--- src/rtl/seg7_pkg.sv ---
// seg7_pkg: shared constants and types for the 4-digit seven-segment scanner.
//   SEG_TABLE : nibble -> active-low segments {g,f,e,d,c,b,a}
//   SEG_OFF   : all segments dark
//   AN_OFF    : all anodes off (active-low)
//   state_t   : scanner FSM states
package seg7_pkg;

    localparam logic [6:0] SEG_OFF = 7'h7F;
    localparam logic [3:0] AN_OFF  = 4'hF;

    // Entry 0 is the rightmost element of the concatenation.
    localparam logic [15:0][6:0] SEG_TABLE = {
        7'b0001110,  // F
        7'b0000110,  // E
        7'b0100001,  // d
        7'b1000110,  // C
        7'b0000011,  // b
        7'b0001000,  // A
        7'b0010000,  // 9
        7'b0000000,  // 8
        7'b1111000,  // 7
        7'b0000010,  // 6
        7'b0010010,  // 5
        7'b0011001,  // 4
        7'b0110000,  // 3
        7'b0100100,  // 2
        7'b1111001,  // 1
        7'b1000000   // 0
    };

    typedef enum logic [1:0] {
        OFF   = 2'd0,
        BLANK = 2'd1,
        DRIVE = 2'd2
    } state_t;

endpackage

--- src/rtl/seg7_scanner_hex_to_seg7.sv ---
// hex_to_seg7: combinational hex nibble to active-low seven-segment pattern.
//   nibble : in,  4 - hex value
//   seg    : out, 7 - {g,f,e,d,c,b,a}, active-low
module hex_to_seg7
    import seg7_pkg::*;
(
    input  logic [3:0] nibble,
    output logic [6:0] seg
);

    assign seg = SEG_TABLE[nibble];

endmodule

--- src/rtl/seg7_scanner.sv ---
// seg7_scanner: time-multiplexed driver for a 4-digit common-anode display.
// Advances one digit per scan_tick, blanks all anodes for BLANK_CYCLES after
// each tick, and double-buffers display data so a frame is never mixed.
//   clk_in     : in,  1  - system clock
//   reset      : in,  1  - synchronous, active-high
//   scan_tick  : in,  1  - single-cycle digit-advance strobe
//   data_in    : in,  16 - four hex nibbles, [3:0] = digit 0 (rightmost)
//   dp_in      : in,  4  - decimal points, 1 = lit, bit i = digit i
//   load       : in,  1  - capture data_in/dp_in into pending buffer
//   an         : out, 4  - anodes, active-low
//   seg        : out, 7  - cathodes {g,f,e,d,c,b,a}, active-low
//   dp         : out, 1  - decimal-point cathode, active-low
//   frame_done : out, 1  - pulse when pending is committed to active
module seg7_scanner
    import seg7_pkg::*;
#(
    parameter int BLANK_CYCLES    = 1000,
    parameter bit LEAD_ZERO_BLANK = 1'b1
) (
    input  logic        clk_in,
    input  logic        reset,
    input  logic        scan_tick,
    input  logic [15:0] data_in,
    input  logic [3:0]  dp_in,
    input  logic        load,
    output logic [3:0]  an,
    output logic [6:0]  seg,
    output logic        dp,
    output logic        frame_done
);

    localparam int CW_RAW = $clog2(BLANK_CYCLES + 1);
    localparam int CW     = (CW_RAW < 1) ? 1 : CW_RAW;
    localparam logic [CW-1:0] CNT_LAST = CW'((BLANK_CYCLES > 0) ? BLANK_CYCLES - 1 : 0);

    state_t        state_q, state_n;
    logic [1:0]    idx_q, idx_n;
    logic [CW-1:0] cnt_q, cnt_n;
    logic [19:0]   pend_q, pend_n;
    logic [19:0]   act_q, act_n;
    logic [3:0]    an_n;
    logic [6:0]    seg_n;
    logic          dp_n;
    logic          wrap;

    logic [3:0][3:0] act_dig;
    logic [3:0]      act_dp;
    logic [3:0]      cur_nib;
    logic [6:0]      dec_seg;
    logic            lz_blank;

    // Buffers: load always refreshes pending; a wrap strobe copies the
    // post-load pending value so a same-cycle load lands in both buffers.
    always_comb begin
        wrap   = scan_tick && (idx_q == 2'd3);
        pend_n = load ? {dp_in, data_in} : pend_q;
        act_n  = wrap ? pend_n : act_q;
        idx_n  = scan_tick ? idx_q + 2'd1 : idx_q;
    end

    always_comb begin
        state_n = state_q;
        cnt_n   = cnt_q;
        if (scan_tick) begin
            state_n = (BLANK_CYCLES == 0) ? DRIVE : BLANK;
            cnt_n   = '0;
        end else if (state_q == BLANK) begin
            if (cnt_q == CNT_LAST) state_n = DRIVE;
            else                   cnt_n   = cnt_q + 1'b1;
        end
    end

    // Outputs are computed from next-state values so the registered pins
    // change exactly on DRIVE entry or while all anodes are off.
    always_comb begin
        act_dig  = act_n[15:0];
        act_dp   = act_n[19:16];
        cur_nib  = act_dig[idx_n];
        lz_blank = LEAD_ZERO_BLANK && (idx_n != 2'd0) &&
                   ((act_n[15:0] >> {idx_n, 2'b00}) == 16'h0);
    end

    hex_to_seg7 u_dec (
        .nibble (cur_nib),
        .seg    (dec_seg)
    );

    always_comb begin
        an_n  = AN_OFF;
        seg_n = SEG_OFF;
        dp_n  = 1'b1;
        if (state_n == DRIVE) begin
            an_n  = ~(4'b0001 << idx_n);
            seg_n = lz_blank ? SEG_OFF : dec_seg;
            dp_n  = ~act_dp[idx_n];
        end
    end

    always_ff @(posedge clk_in) begin
        if (reset) begin
            state_q    <= OFF;
            idx_q      <= 2'd3;
            cnt_q      <= '0;
            pend_q     <= '0;
            act_q      <= '0;
            an         <= AN_OFF;
            seg        <= SEG_OFF;
            dp         <= 1'b1;
            frame_done <= 1'b0;
        end else begin
            state_q    <= state_n;
            idx_q      <= idx_n;
            cnt_q      <= cnt_n;
            pend_q     <= pend_n;
            act_q      <= act_n;
            an         <= an_n;
            seg        <= seg_n;
            dp         <= dp_n;
            frame_done <= wrap;
        end
    end

endmodule
--- config.mk ---
export PLATFORM = sky130hd
export DESIGN_NAME = seg7_scanner
export DESIGN_NICKNAME = d
export VERILOG_FILES = /design/src/rtl/seg7_pkg.sv /design/src/rtl/seg7_scanner_hex_to_seg7.sv /design/src/rtl/seg7_scanner.sv
export SDC_FILE = /design/constraint.sdc
export NUM_CORES = 1
export LEC_CHECK = 0
export CAP_MARGIN = 40
export CORE_MARGIN = 5
export CORE_UTILIZATION = 59
export CTS_CLUSTER_DIAMETER = 50
export DETAILED_ROUTE_END_ITERATION = 6
export PLACE_DENSITY = 0.95
export SYNTH_ARGS = -nofsm -noshare
export SYNTH_HDL_FRONTEND = slang
export SYNTH_HIERARCHICAL = 1
export SYNTH_SLANG_ARGS = --single-unit
--- constraint.sdc ---
create_clock -name clk_in -period 5.1 [get_ports clk_in]
set_input_delay 1.02 -clock clk_in [delete_from_list [all_inputs] [get_ports clk_in]]
set_output_delay 1.02 -clock clk_in [all_outputs]
set_load 0.03 [all_outputs]
Word-level counts from Yosys, hierarchy flattened

Memory sizes are Yosys's and may differ from the RTL's. A register that Yosys moved wholly into a read port is not among the register bits.
Cells that the tools add are included.

Bits in registers: 60
Bits in read-only memories: 112
Output and inout port bits: 13
Memories kept: 1

Add/sub/neg operators: 2
Order comparisons: 1
Eq/ne operators: 4
Shift operators: 2
Muxes and demuxes: 10
Bitwise gates (word level): 4
Reductions and logical operators: 8

Memory list:

| name             | words | bits a word | rd ports | clocked after memory_dff | write ports | line                           | text |
|---|---|---|---|---|---|---|---|
| (name not given) | 16    | 7           | 1        | 1                        | 0           | seg7_scanner_hex_to_seg7.sv:11 | `assign seg = SEG_TABLE[nibble];` |

Operators with widths:

| kind                                                                         | count |
|---|---|
| 20-bit two-way mux                                                           | 2 |
| 16-bit logical NOT                                                           | 1 |
| 16-bit by 4-bit right shift with 16-bit output                               | 1 |
| 10-bit by 1-bit adder with 10-bit output, second input constant              | 1 |
| 10-bit == test, second input constant                                        | 1 |
| 4-bit binary-select mux with 2-bit select                                    | 1 |
| 2-bit two-way mux                                                            | 4 |
| 2-bit == test, second input constant                                         | 2 |
| 4-bit two-way mux                                                            | 1 |
| 4-bit NOT                                                                    | 1 |
| 2-bit OR reduction                                                           | 2 |
| 1-bit by 2-bit left shift with 4-bit output, first input constant            | 1 |
| 2-bit by 3-bit less-than comparator with 1-bit output, second input constant | 1 |
| 1-bit NOT                                                                    | 3 |
| 3-bit OR reduction                                                           | 1 |
| 2-bit by 1-bit adder with 2-bit output, second input constant                | 1 |
| 1-bit binary-select mux with 2-bit select                                    | 1 |
| 2-bit by 1-bit == test with 1-bit output, second input constant              | 1 |
| 1-bit logical AND                                                            | 2 |
| 2-bit AND reduction                                                          | 1 |
| 2-bit nonzero test                                                           | 1 |
| 1-bit two-way mux                                                            | 1 |

Longest topological paths before layout

Gate-level depths: netlist of run 1.

Depth after elaboration: 7
Depth in mapped cells: 14

Modules after synthesis

Netlist of run 1, hierarchy kept.

Modules (own cells, without submodules):

| module       | instances | cells each | area each (um2) | sequential area each (um2) |
|---|---|---|---|---|
| seg7_scanner | 1         | 285        | 2798.9          | 1341.3 |
| hex_to_seg7  | 1         | 32         | 275.3           | 0.0 |

Worst setup path before layout of run 1

No wires, ideal clock.

Path kind: input to register
Start point: input port scan_tick
End point: register seg[3]
Library setup time: 0.129 ns
Arrival time: 3.498 ns
Data required time: 4.971 ns
Path slack: 1.473 ns
Stages on the path: 13
Buffers on the path: 3
Cells stage by stage: buf_4 and2_1 buf_2 buf_6 a21o_1 mux4_2 inv_1 inv_1 ha_1 inv_1 mux4_1 nor3_1 o21ai_1

RTL lines:

| what                                        | line               | text |
|---|---|---|
| from (decl)                                 | seg7_scanner.sv:22 | `input logic scan_tick,` |
| 1-bit logical AND                           | seg7_scanner.sv:55 | `wrap = scan_tick && (idx_q == 2'd3);` |
| 20-bit two-way mux                          | seg7_scanner.sv:57 | `act_n = wrap ? pend_n : act_q;` |
| 4-bit binary-select mux with 2-bit select * | seg7_scanner.sv:78 | `cur_nib = act_dig[idx_n];` |
| 4-bit two-way mux (implied by the code) *   | seg7_scanner.sv:78 |  |
| named net cur_nib[0]                        | seg7_scanner.sv:48 | `logic [3:0] cur_nib;` |
| to (decl)                                   | seg7_scanner.sv:27 | `output logic [6:0] seg,` |

The timed path passes the listed nets; every way through them passes the cells marked *. The select of a mux whose other input is x is not followed.
A chain may end at the register's enable or synchronous reset.

Worst setup path in the final report of run 1

Start point: input port load
End point: register seg[3]

RTL lines:

| what                                      | line               | text |
|---|---|---|
| from (decl)                               | seg7_scanner.sv:25 | `input logic load,` |
| 20-bit two-way mux                        | seg7_scanner.sv:56 | `pend_n = load ? {dp_in, data_in} : pend_q;` |
| 20-bit two-way mux                        | seg7_scanner.sv:57 |  |
| 4-bit binary-select mux with 2-bit select | seg7_scanner.sv:78 |  |
| 4-bit two-way mux (implied by the code)   | seg7_scanner.sv:78 |  |
| named net cur_nib[0]                      | seg7_scanner.sv:48 |  |

The timed path passes the listed nets, and every way through them passes these cells. The select of a mux whose other input is x is not followed.

==> summary.md, run 1 <==
| Metric | Value |
|---|---|
| Top Ports | 37 |
| Top cell by count, worst path | inv_1 |
| Crit path kind | in2reg |
| Final worst path period need | 4.20 ns |
| CTS Hold Buffers Added | 0 |
| Logic pwr share | 0.261 |
| Share of the synthesized area in the top cell type | 0.436 |
| Power Dens Cells | 350 nW/um^2 |
| Post-Synth XOR/XNOR Area | 0.0281 |
| EDFF count, synth | 0 |
| Total number of vias | 2333 |
| Clk_lat worst skew | 0.34 ns |
| Crit path max-delay cell type | clkdlybuf4s50_1 |
| Internal power | 0.883 mW |
| Net Sw Frac | 0.300 |
| Tot GR Track Use | 0.203 |
| H-tree depth | 3 |
| GRT overflow | 0 |
| ANT cells | 0 |
| Area added between synthesis and finish | 17.3% |
| Row count | 26 |
| WP data arrival | 4.41 ns |
| Initial Util | 0.606 |
| R2R Path Start | idx_q[0]$_SDFF_PP1_ |
| R2R setup slack | 1.16 ns |
| Proportion of synthesized area in mux cells | 0.172 |
| Post-CTS Setup Bufs | 0 |
| Share of power burned in registers | 0.445 |
| First-pass GRT wire length | 10300 um |
| Startpoint types | input pin |
| CTS tree | done |
| Syn Area/Cell | 9.70 sq um |
| Most frequent cells in the layout | 67 x dfxtp_1, 60 x nor2_1, 36 x clkdlybuf4s50_1, 25 x mux2i_1, 25 x a21oi_1 |
| Clk Tree Root Cell | clkbuf_8 |
| Synth async-reset ratio | 0 |
| Total wire length | 6120 um |
| Final Hold Fails | 0 |
| WL/cell | 14.4 um |
| Vias in the first global route | 2297 |
| Most common cell after layout, fill and taps aside | dfxtp_1 |
| Critical path depth | 11 |
| Initial drt markers | 102 |
| Pre-CTS setup slack | 0.583 ns |
| WP buf/inv | 4 |
| Clk pin slew, worst setup/hold paths | 0.06 ns |
| Finished Layout Cells | 424 |
| # clock sinks | 67 |
| Initial antenna violation count | 0 |
| Detailed placement HPWL | 4360 um |
| Final setup violation count | 0 |
| Simple-gate share of the synthesized area | 0.166 |
| Largest net degree at the start of global routing | 46 |
| RSZ-0062 raised after global routing | no |
| Mapped Area | 3070 sq um |
| CTS Buffer Depth | 2 |
| Net switching power | 0.379 mW |
| Cells after DPL | 409 |
| Area leader, netlist | dfxtp_1 |
| Measured slew at the worst slew-check pin | 0.795 ns |
| Nets | 383 |
| Number of synthesized register bits | 67 |
| Top FF cell, synth | dfxtp_1 |
| Detail Route Antenna Nets | 0 |
| Post-synthesis compound-gate area fraction | 0.114 |
| WHS Endpoint | pend_q[18]$_SDFF_PP0_ |
| Cell Chain, Critical Path | clkdlybuf4s50_1 > mux2i_1 > a21o_1 > mux4_2 > inv_1 > inv_1 > ha_1 > inv_1 > mux4_1 > nor3_1 > o21ai_1 |
| DRC errors left | 0 |
| Drt pass-1 iters | 5 |
| Unique cell type count in the Yosys netlist | 45 |
| Slew HR | 0.468 |
| Synthesized Nets | 350 |
| Cell count after synthesis | 317 |
| Hold path depth | 2 |
| Die W | 82.2 um |
| Post-route cell area | 3600 sq um |
| Min-delay worst type | reg2reg |
| Area share of fa/ha/maj cells after synthesis | 0.0366 |
| Placed Instance Area | 3440 sq um |
| Num CTS Buffers | 9 |
| Largest family of logic cells by synthesized area | multiplexers |
| Reg-to-Reg End | seg[3]$_SDFF_PP1_ |
| Final setup TNS | 0 ns |
| Max Cap Viol | 0 |
| Slew Viols, Final | 0 |
| Status | finished clean |
| YS warnings | 6 |
| Hold Startpoint | pend_q[18]$_SDFF_PP0_ |
| Core Area | 5070 sq um |
| Clock skew | 0.00460 ns |
| CP top delay family | buffers and inverters |
| Die Area | 6750 sq um |
| Part of the cycle the worst path needs | 0.823 |
| Reg2Reg Depth | 11 |
| VDD IR-drop max | 0.215 mV |
| Worst EP required | 5.32 ns |
| Chip Height | 82.2 um |
| # port buffers | 36 |
| CP max stage delay | 0.99 ns |
| Routed vias/inst | 5.50 |
| Worst setup EP type | flop |
| Max Freq | 0.238 GHz |
| Resized cells post-CTS | 0 |
| Worst Path Max Fanout | 14 |
| Leakage | 1.45 nW |
| Routability Congestion | 0.801 |
| Fin worst setup slack | 0.903 ns |
| Area contributors post-synth | dfxtp_1 44%, mux2i_1 8.1%, nor2_1 7.3%, mux4_2 4.4%, a21oi_1 4.1% |
| Register area share after synthesis | 0.436 |
| Clock network power share | 0.294 |
| Layout cell share with drive strength beyond 1 | 0.0989 |
## cell families after synthesis
family,Yosys count
adder cells (fa/ha/maj),9
AND/OR/NAND/NOR,110
flip-flops,67
XOR/XNOR,9
AO/OA/AOI/OAI,54
buffers and inverters,26
multiplexers,42
## power groups by stage
stage / Combinational (mW) / Sequential (mW) / Clock [mW]
after floorplan: 0.261 / 0.571 / 0
after global placement: 0.312 / 0.571 / 0
after detailed placement: 0.323 / 0.573 / 0
after CTS: 0.327 / 0.562 / 0.378
after global routing: 0.363 / 0.564 / 0.404
final: 0.330 / 0.562 / 0.370
## flip-flops by register name, summed over array words and instances, names as in the netlist
name        cells
act_q          20
idx_q           2
pend_q         20
dp              1
frame_done      1
an              4
state_q         2
cnt_q          10
seg             7
## how the worst max path moves through the flow
stage,start,to,slack [ns]
3_5_place_dp,load,seg[3]$_SDFF_PP1_,0.58
5_1_grt,load,seg[3]$_SDFF_PP1_,0.72
2_1_floorplan,scan_tick,seg[3]$_SDFF_PP1_,1.47
6_report,load,seg[3]$_SDFF_PP1_,0.90
4_1_cts,load,seg[3]$_SDFF_PP1_,0.92
3_3_place_gp,load,seg[3]$_SDFF_PP1_,0.69
## layout make-up
cell class	count	area, sq um
flip-flops and latches	67	1340
multi-input cells	224	1590
clock buffers	13	149
clock inverters	2	12.5
well taps	70	87.6
repair buffers	41	398
fillers	376	1470
inverters	7	26.3
## synth_stat cells, types with 7 or more instances
library cell  number
a21o_1             8
a21oi_1           25
clkbuf_1           8
dfxtp_1           67
ha_1               9
inv_1              7
mux2i_1           25
nand3_1            7
nor2_1            60
nor2b_1            8
nor3_1            10
o21ai_1            7
xor2_1             7
## metrics by stage
step,utilization,total power [mW],hold WS (ns)
floorplan,-,0.831,0.443
detailed placement,0.679,0.896,0.477
global placement,0.679,0.883,0.456
CTS,0.710,1.27,0.494
finish,0.710,1.26,0.489
global route,0.710,1.33,0.523
## routing by layer
layer	track usage	wire, um
met1	0.244	2650
met3	0.0553	340
met2	0.336	2980
met4	0.0980	146
met5	0	0
## worst min-delay path: cells and delay by family, from the launching register on
kind | cells | cell delay [ns]
DFF | 1 | 0.31
and+or+nand+nor | 1 | 0.08
muxes | 1 | 0.07
Note: power is estimated with default switching activity, not from simulation.
==> run 2, diff against run 1 <==
--- a/config.mk
+++ b/config.mk
@@ -7,10 +7,10 @@
 export LEC_CHECK = 0
 export CAP_MARGIN = 40
 export CORE_MARGIN = 5
-export CORE_UTILIZATION = 59
+export CORE_UTILIZATION = 55
 export CTS_CLUSTER_DIAMETER = 50
 export DETAILED_ROUTE_END_ITERATION = 6
-export PLACE_DENSITY = 0.95
+export PLACE_DENSITY = 0.91
 export SYNTH_ARGS = -nofsm -noshare
 export SYNTH_HDL_FRONTEND = slang
 export SYNTH_HIERARCHICAL = 1
==> constraint.sdc (replaced) <==
create_clock -name clk_in -period 3.9 [get_ports clk_in]
set_input_delay 0.78 -clock clk_in [delete_from_list [all_inputs] [get_ports clk_in]]
set_output_delay 0.78 -clock clk_in [all_outputs]
set_load 0.03 [all_outputs]
==> summary.md, run 2 (synthesized netlist as in run 1, its figures left out) <==
| Metric | Value |
|---|---|
| Status | finished clean |
| First-pass GRT wire length | 10700 um |
| Worst Path Max Fanout | 17 |
| WP data arrival | 3.65 ns |
| VDD IR-drop max | 0.261 mV |
| GRT overflow | 0 |
| Drt pass-1 iters | 4 |
| Vias in the first global route | 2376 |
| Initial antenna violation count | 0 |
| Min-delay worst type | reg2reg |
| Post-CTS Setup Bufs | 0 |
| Filler Cell Count | 433 |
| CTS Hold Buffers Added | 0 |
| Part of the cycle the worst path needs | 0.878 |
| Resized cells post-CTS | 0 |
| Final setup violation count | 0 |
| Final Hold Fails | 0 |
| Largest net degree at the start of global routing | 45 |
| Die W | 84.8 um |
| Routed vias/inst | 5.56 |
| Routability Congestion | 0.859 |
| Clock skew | 0.00848 ns |
| WL/cell | 14.6 um |
| Detail Route Antenna Nets | 0 |
| Crit path kind | in2reg |
| CTS Buffer Depth | 2 |
| Top Ports | 37 |
| Slew Viols, Final | 0 |
| Finished Layout Cells | 435 |
| H-tree depth | 3 |
| Total number of vias | 2419 |
| Clk_lat worst skew | 0.35 ns |
| Total wire length | 6370 um |
| Area added between synthesis and finish | 21.0% |
| Initial Util | 0.562 |
| Row count | 27 |
| Core Area | 5470 sq um |
| Utilization of the core after routing | 0.680 |
| Worst setup EP type | flop |
| Worst EP required | 4.13 ns |
| RSZ-0062 raised after global routing | no |
| Measured slew at the worst slew-check pin | 0.626 ns |
| DRC errors left | 0 |
| Final worst path period need | 3.42 ns |
| Max Cap Viol | 0 |
| Most frequent cells in the layout | 67 x dfxtp_1, 60 x nor2_1, 36 x clkdlybuf4s50_1, 25 x mux2i_1, 25 x a21oi_1 |
| Most common cell after layout, fill and taps aside | dfxtp_1 |
| Num CTS Buffers | 9 |
| Layout cell share with drive strength beyond 1 | 0.127 |
| R2R setup slack | 0.79 ns |
| # clock sinks | 67 |
| Cells after DPL | 419 |
| # port buffers | 36 |
| Detailed placement HPWL | 4510 um |
| Nets | 391 |
| Max Freq | 0.292 GHz |
| Power Dens Cells | 469 nW/um^2 |
| Final setup TNS | 0 ns |
| Die Area | 7180 sq um |
| ANT cells | 0 |
| Leakage | 1.52 nW |
| Clk Tree Root Cell | clkbuf_8 |
| CTS tree | done |
| Clk pin slew, worst setup/hold paths | 0.07 ns |
| Initial drt markers | 53 |
| Chip Height | 84.8 um |
| Slew HR | 0.571 |
| Top flop regs | act_q (20), pend_q (20), cnt_q (10) |
| Startpoint types | input pin |
| Tot GR Track Use | 0.186 |
run 2: cell types whose count changed in the layout (fill, tap and decap cells not counted):
cell,change
clkinv_4,+1
buf_4,+6
clkbuf_8,+2
buf_12,+2
clkbuf_1,-2
run 2: where the power goes:
part | internal [mW] | switching [mW]
registers | 0.720 | 0.0142
clock network | 0.283 | 0.263
logic | 0.214 | 0.249
total | 1.22 | 0.527
run 2: worst paths after layout:
path / startpoint / to / depth (start not counted)
max: scan_tick / seg[3]$_SDFF_PP1_ / 11
min: act_q[17]$_SDFF_PP0_ / act_q[17]$_SDFF_PP0_ / 2
max reg2reg: idx_q[0]$_SDFF_PP1_ / seg[3]$_SDFF_PP1_ / 12
min reg2reg: act_q[17]$_SDFF_PP0_ / act_q[17]$_SDFF_PP0_ / 2
run 2: per-layer routing:
layer	up-vias	GRT usage	wire [um]	share of wire
li1	1183	-	-	-
met1	1157	0.218	2760	0.43
met2	59	0.307	3110	0.49
met3	20	0.0481	298	0.047
met4	0	0.108	199	0.031
met5	-	0	0	0
run 2: final cells by class:
type | count | area [sq um] | area share
tap | 72 | 90.1 | 0.0242
clock inverter | 3 | 21.3 | 0.00572
inverter | 7 | 26.3 | 0.00706
sequential | 67 | 1340 | 0.360
multi-input combinational | 224 | 1590 | 0.427
timing repair buffer | 49 | 483 | 0.130
clock buffer | 13 | 169 | 0.0454
run 2: critical path, stage by stage:
cell and delay [ns]:
clkdlybuf4s50_1 0.48, buf_4 0.24, mux2_2 0.41, mux4_2 0.45
inv_1 0.10, inv_1 0.10, ha_1 0.29, inv_1 0.05
mux4_1 0.48, nor3_1 0.19, o21ai_1 0.08
run 2: metrics by stage:
stage	power [mW]	hold slack, ns	setup slack, ns	area, sq um
2_1_floorplan	1.09	0.443	0.513	3070
3_3_place_gp	1.19	0.462	0.227	3530
3_5_place_dp	1.20	0.469	0.120	3530
4_1_cts	1.75	0.488	0.489	3720
5_1_grt	1.83	0.518	0.338	3720
6_report	1.74	0.483	0.476	3720
